**src/rtl/memcopy_pkg.sv**
```systemverilog
// Shared types for the memcopy dispatcher: the queued copy request record
// and the dispatch FSM state encoding.
package memcopy_pkg;

  // Request fields are stored at a fixed maximum width so one record type
  // serves every parameterisation; address/length parameters must be <= 32.
  localparam int MC_FIELD_SZ = 32;

  typedef struct packed {
    logic [MC_FIELD_SZ-1:0] src_addr;
    logic [MC_FIELD_SZ-1:0] dst_addr;
    logic [MC_FIELD_SZ-1:0] len;
  } copy_req_t;

  typedef enum logic [1:0] {
    D_IDLE      = 2'd0,
    D_ACTIVATE  = 2'd1,
    D_WAIT_DONE = 2'd2
  } dispatch_state_t;

  // A zero-length request is retired without touching the copy engine.
  function automatic logic req_is_empty(input copy_req_t r);
    return (r.len == '0);
  endfunction

endpackage

```
**src/rtl/memcopy_dispatch_fifo.sv**
```systemverilog
// copy_req_fifo: synchronous FIFO of copy requests for the dispatcher.
// Storage is an inferred RAM with a registered head read. An entry becomes
// visible at the head (head_valid) one cycle after it is written, and a pop
// immediately presents the next stored entry on the following cycle.
module copy_req_fifo
  import memcopy_pkg::*;
#(
  parameter int DEPTH = 4
) (
  input  logic      clk,
  input  logic      reset,
  input  logic      push,
  input  copy_req_t push_data,
  output logic      full,
  output logic      empty,
  input  logic      pop,
  output logic      head_valid,
  output copy_req_t head_data
);

  localparam int PTR_W = $clog2(DEPTH);
  localparam int CNT_W = PTR_W + 1;

  copy_req_t        mem [DEPTH];
  logic [PTR_W-1:0] wr_ptr_reg;
  logic [PTR_W-1:0] rd_ptr_reg;
  logic [PTR_W-1:0] rd_ptr_next;
  logic [CNT_W-1:0] count_reg;
  logic [CNT_W-1:0] count_next;
  logic             head_valid_reg;
  copy_req_t        head_reg;
  logic             push_ok;
  logic             pop_ok;

  // A full queue refuses pushes even when a pop happens on the same edge.
  assign full    = (count_reg == CNT_W'(DEPTH));
  assign empty   = (count_reg == '0);
  assign push_ok = push && !full;
  assign pop_ok  = pop && head_valid_reg;

  assign rd_ptr_next = rd_ptr_reg + PTR_W'(pop_ok);
  assign count_next  = count_reg + CNT_W'(push_ok) - CNT_W'(pop_ok);

  assign head_valid = head_valid_reg;
  assign head_data  = head_reg;

  // Storage write port.
  always_ff @(posedge clk) begin
    if (push_ok) begin
      mem[wr_ptr_reg] <= push_data;
    end
  end

  // Registered read of the entry that will be at the head after this edge.
  always_ff @(posedge clk) begin
    head_reg <= mem[rd_ptr_next];
  end

  // Pointers, occupancy and head-valid flag; only entries already written
  // before this edge can be the registered head.
  always_ff @(posedge clk) begin
    if (reset) begin
      wr_ptr_reg     <= '0;
      rd_ptr_reg     <= '0;
      count_reg      <= '0;
      head_valid_reg <= 1'b0;
    end else begin
      wr_ptr_reg     <= wr_ptr_reg + PTR_W'(push_ok);
      rd_ptr_reg     <= rd_ptr_next;
      count_reg      <= count_next;
      head_valid_reg <= ((count_reg - CNT_W'(pop_ok)) != '0);
    end
  end

endmodule

```
**src/rtl/memcopy_dispatch.sv**
```systemverilog
// memcopy_dispatch: queues copy requests and hands them one at a time to a
// copy engine via an activate/busy handshake. Zero-length requests are
// retired with a done pulse and never reach the engine.
// Optional build macro MEMCOPY_DISPATCH_STATS_EN adds saturating
// stat_copies / stat_discards counters.
module memcopy_dispatch
  import memcopy_pkg::*;
#(
  parameter int SRC_ADDR_SZ = 14,
  parameter int DST_ADDR_SZ = 14,
  parameter int QUEUE_DEPTH = 4
) (
  input  logic                   clk,
  input  logic                   reset,
  input  logic                   req_valid,
  output logic                   req_ready,
  input  logic [SRC_ADDR_SZ-1:0] req_src_addr,
  input  logic [DST_ADDR_SZ-1:0] req_dst_addr,
  input  logic [SRC_ADDR_SZ-1:0] req_len,
  output logic                   mc_activate,
  output logic [SRC_ADDR_SZ-1:0] mc_src_addr,
  output logic [DST_ADDR_SZ-1:0] mc_dst_addr,
  output logic [SRC_ADDR_SZ-1:0] mc_src_len,
  input  logic                   mc_busy,
  output logic                   done,
  output logic                   idle
`ifdef MEMCOPY_DISPATCH_STATS_EN
  ,
  output logic [15:0]            stat_copies,
  output logic [15:0]            stat_discards
`endif
);

  dispatch_state_t        state_reg, state_next;
  logic                   mc_activate_reg, mc_activate_next;
  logic [SRC_ADDR_SZ-1:0] mc_src_addr_reg, mc_src_addr_next;
  logic [DST_ADDR_SZ-1:0] mc_dst_addr_reg, mc_dst_addr_next;
  logic [SRC_ADDR_SZ-1:0] mc_src_len_reg, mc_src_len_next;
  logic                   done_reg, done_next;

  copy_req_t push_req;
  copy_req_t head_req;
  logic      fifo_full;
  logic      fifo_empty;
  logic      fifo_pop;
  logic      head_valid;
  logic      head_len_zero;

  assign push_req.src_addr = MC_FIELD_SZ'(req_src_addr);
  assign push_req.dst_addr = MC_FIELD_SZ'(req_dst_addr);
  assign push_req.len      = MC_FIELD_SZ'(req_len);

  copy_req_fifo #(
    .DEPTH (QUEUE_DEPTH)
  ) u_fifo (
    .clk        (clk),
    .reset      (reset),
    .push       (req_valid),
    .push_data  (push_req),
    .full       (fifo_full),
    .empty      (fifo_empty),
    .pop        (fifo_pop),
    .head_valid (head_valid),
    .head_data  (head_req)
  );

  assign head_len_zero = req_is_empty(head_req);

  // Ready is held low while reset is asserted, so nothing is accepted then.
  assign req_ready   = !fifo_full && !reset;
  assign idle        = fifo_empty && (state_reg == D_IDLE);
  assign mc_activate = mc_activate_reg;
  assign mc_src_addr = mc_src_addr_reg;
  assign mc_dst_addr = mc_dst_addr_reg;
  assign mc_src_len  = mc_src_len_reg;
  assign done        = done_reg;

  // Dispatch FSM next-state and output decode.
  always_comb begin
    state_next       = state_reg;
    mc_activate_next = mc_activate_reg;
    mc_src_addr_next = mc_src_addr_reg;
    mc_dst_addr_next = mc_dst_addr_reg;
    mc_src_len_next  = mc_src_len_reg;
    done_next        = 1'b0;
    fifo_pop         = 1'b0;
    case (state_reg)
      D_IDLE: begin
        if (head_valid) begin
          if (head_len_zero) begin
            // Retire an empty request; engine busy state is irrelevant.
            fifo_pop  = 1'b1;
            done_next = 1'b1;
          end else if (!mc_busy) begin
            fifo_pop         = 1'b1;
            mc_activate_next = 1'b1;
            mc_src_addr_next = SRC_ADDR_SZ'(head_req.src_addr);
            mc_dst_addr_next = DST_ADDR_SZ'(head_req.dst_addr);
            mc_src_len_next  = SRC_ADDR_SZ'(head_req.len);
            state_next       = D_ACTIVATE;
          end
        end
      end
      D_ACTIVATE: begin
        // Hold the request until the engine acknowledges with busy.
        if (mc_busy) begin
          mc_activate_next = 1'b0;
          state_next       = D_WAIT_DONE;
        end
      end
      D_WAIT_DONE: begin
        // Activate is already low here, so a falling busy cannot re-trigger.
        if (!mc_busy) begin
          done_next  = 1'b1;
          state_next = D_IDLE;
        end
      end
      default: begin
        state_next = D_IDLE;
      end
    endcase
  end

  // Dispatch FSM state and registered engine-facing outputs.
  always_ff @(posedge clk) begin
    if (reset) begin
      state_reg       <= D_IDLE;
      mc_activate_reg <= 1'b0;
      mc_src_addr_reg <= '0;
      mc_dst_addr_reg <= '0;
      mc_src_len_reg  <= '0;
      done_reg        <= 1'b0;
    end else begin
      state_reg       <= state_next;
      mc_activate_reg <= mc_activate_next;
      mc_src_addr_reg <= mc_src_addr_next;
      mc_dst_addr_reg <= mc_dst_addr_next;
      mc_src_len_reg  <= mc_src_len_next;
      done_reg        <= done_next;
    end
  end

`ifdef MEMCOPY_DISPATCH_STATS_EN
  logic [15:0] stat_copies_reg;
  logic [15:0] stat_discards_reg;
  logic        copy_evt;
  logic        discard_evt;

  assign copy_evt      = (state_reg == D_WAIT_DONE) && !mc_busy;
  assign discard_evt   = (state_reg == D_IDLE) && head_valid && head_len_zero;
  assign stat_copies   = stat_copies_reg;
  assign stat_discards = stat_discards_reg;

  // Saturating completion and discard counters.
  always_ff @(posedge clk) begin
    if (reset) begin
      stat_copies_reg   <= '0;
      stat_discards_reg <= '0;
    end else begin
      if (copy_evt && (stat_copies_reg != 16'hFFFF)) begin
        stat_copies_reg <= stat_copies_reg + 16'd1;
      end
      if (discard_evt && (stat_discards_reg != 16'hFFFF)) begin
        stat_discards_reg <= stat_discards_reg + 16'd1;
      end
    end
  end
`endif

endmodule

```
**config.mk**
```make
export PLATFORM = sky130hd
export DESIGN_NAME = memcopy_dispatch
export DESIGN_NICKNAME = d
export VERILOG_FILES = /design/src/rtl/memcopy_pkg.sv /design/src/rtl/memcopy_dispatch_fifo.sv /design/src/rtl/memcopy_dispatch.sv
export SDC_FILE = /design/constraint.sdc
export NUM_CORES = 1
export LEC_CHECK = 0
export ABC_CLOCK_PERIOD_IN_PS = 15000
export BUFFER_PORTS_ARGS = -buffer_cell sky130_fd_sc_hd__buf_4
export CAP_MARGIN = 20
export CORE_AREA = 2 2 266 163
export DETAILED_ROUTE_END_ITERATION = 8
export DIE_AREA = 0 0 268 165
export MAX_ROUTING_LAYER = met4
export PLACE_DENSITY = 0.71
export SYNTH_ARGS = -nofsm -noshare
export SYNTH_HDL_FRONTEND = slang
export SYNTH_HIERARCHICAL = 1
export SYNTH_SLANG_ARGS = --single-unit
```
**constraint.sdc**
```tcl
create_clock -name clk -period 15 [get_ports clk]
set_input_delay 2.25 -clock clk [delete_from_list [all_inputs] [get_ports clk]]
set_output_delay 2.25 -clock clk [all_outputs]
set_load 0.005 [all_outputs]
```
==> results.yml <==
routing:
  via_per_inst: 4.074
  antenna_left: 0
  routed_wl_um: 22540
  detail_route.first_pass.iterations: 4
  wl_per_cell_um: 15.95
  vias: 5757
  drc_errors: 0
  drt_iter0_drc: 322
timing:
  slew_viol_final: 0
  max_freq_ghz: 0.1833
  min_period_over_period_pct: 36.38
  fin_tns_setup_ns: 0
  finalHoldViolCount: 0
  hold-worst-slack_ns: 0.4594
  tightest_slew_ns: 0.9546
  final-setup-viol-count: 0
  rsz0062_at_grt: "false"
  clock_skew_ns: 0.01991
  fin_crit_ns: 5.457
  maxSlewHeadroom_pct: 36.20
worst_setup_path:
  start_kind: "primary input"
  r2r-start: "u_fifo/head_data[3]"
  cp_max_fo: 97
  required_ns: 12.75
  crit_path_frequent_cell: "buf_4"
  slowest_delay_ns: 0.64
  cp_num_buf_inv: 2
  path_cells: "buf_4, nor2_1, buf_4"
  crit_arrival_ns: 3.21
  critPathLaunch: "reset"
  cp-end-kind: "output port"
  path_delay_family: "buffers and inverters"
  critPathKind: "primary input to output port"
  worst_path_max_delay_cell: "buf_4"
finish:
  regMostFlops: "u_fifo/mem"
  fin_cells: 1413
  drive_gt1_share_pct: 33.85
  fillers: 3808
  largest_reg_flops: 240
  area_growth_pct: 20.87
  fin_nets: 865
die:
  pin_count: 92
  die_h_um: 165
  rows: 58
  initial_core_util_pct: 30.60
  die_x_um: 268
  dieArea_um2: 44220
  coreArea_um2: 41580
yosys:
  syn_area_per_cell_um2: 19.94
  synthCells: 638
  ys_warn_count: 6
  syn_area_um2: 12720
cts:
  cts_root_buf: "clkbuf_16"
  cts_resized: 0
  holdBufCountCts: 0
  insertion_delay_ns: 0.52
  cts_max_level: 2
  cts_buffers: 37
  path_clk_slew_ns: 0.05
  cts_tree: "yes"
  clk_path_buf_depth: 3
  post-cts-setup-buffer-count: 0
  cts.sinks: 354
power_and_ir_drop:
  leakagePower_nw: 5.261
  p_per_area_nw_per_um2: 152.8
  irDropWorstVdd_mv: 0.07130
  total_power_mw: 2.350
global_route:
  grt_util_all_layers_pct: 10.95
  antenna_found_initial: 1
  grt_max_degree: 98
  grt_pass1_vias: 6126
  grt_first_pass_wirelength_um: 35280
  overflow: 0
place:
  hpwl_um: 13170
  portBuffers: 91
  dpl.cell_count: 1344
  routabilityCongestion: 0.6860
status:
  status: "finished clean"
hold_path:
  min_from: "u_fifo/head_data[36]"
  hp-class: "register to register"
run:
  max_cap_viol_count: 0
worst min-delay path, cell delays in order (launching register included):
cell and delay [ns]:
dfxtp_1 0.29, nand2b_1 0.06, mux2i_1 0.06
stage by stage:
step	setup WS, ns	cell area (µm²)	util [%]
final	9.543	15380	36.98
after global placement	9.480	14240	34.25
after global routing	9.418	15380	36.98
after CTS	9.448	15380	36.98
after detailed placement	9.449	14240	34.25
after floorplan	6.009	12990	-
cell usage in the layout (no fill, tap or decap), types with 3 or more instances in the layout:
| cell | instances |
|---|---|
| edfxtp_1 | 240 |
| dfxtp_1 | 114 |
| buf_4 | 100 |
| conb_1 | 72 |
| or2b_2 | 63 |
| mux4_2 | 60 |
| mux2i_1 | 42 |
| clkbuf_16 | 39 |
| nand2b_1 | 20 |
| clkbuf_1 | 15 |
| inv_1 | 7 |
| clkinv_2 | 6 |
| nor2b_1 | 6 |
| nor2_1 | 5 |
| nor4_2 | 5 |
| o21ai_0 | 4 |
| clkinv_1 | 4 |
| ha_1 | 4 |
| nor4_1 | 3 |
| nor3_1 | 3 |
| xnor2_1 | 3 |
worst paths after layout:
| check | slack [ns] | endpoint | cells after the start |
|---|---|---|---|
| worst max-delay path | 9.54 | req_ready | 3 |
| worst min-delay path | 0.46 | mc_dst_addr[4] | 2 |
| worst max register to register | 11.32 | u_fifo/head_data[1] | 8 |
| worst min register to register | 0.46 | mc_dst_addr[4] | 2 |
layout make-up:
cell class | instances | area, µm² | share of cell area, %
clock buffers | 54 | 1032 | 6.712
clock inverters | 14 | 100.1 | 0.6509
repair buffers | 100 | 750.7 | 4.882
multi-input cells | 313 | 3264 | 21.23
flip-flops and latches | 354 | 9489 | 61.70
well taps | 570 | 713.2 | 4.638
inverters | 7 | 26.28 | 0.1709
diodes | 1 | 2.502 | 0.01627
metal layers:
layer	wire [µm]	global-route usage (%)	vias up	part of all wire (%)
li1	-	-	2726	-
met1	10060	13.69	2890	45
met2	10870	17.58	101	48
met3	1156	2.818	40	5.1
met4	455	3.352	0	2.0
met5	0	-	-	0
report_power, final:
group          internal, mW  total (mW)  switching, mW
registers              1.18        1.23         0.0475
clock network         0.497       0.850          0.353
logic                 0.146       0.272          0.126
Note: power is estimated with default switching activity, not from simulation.
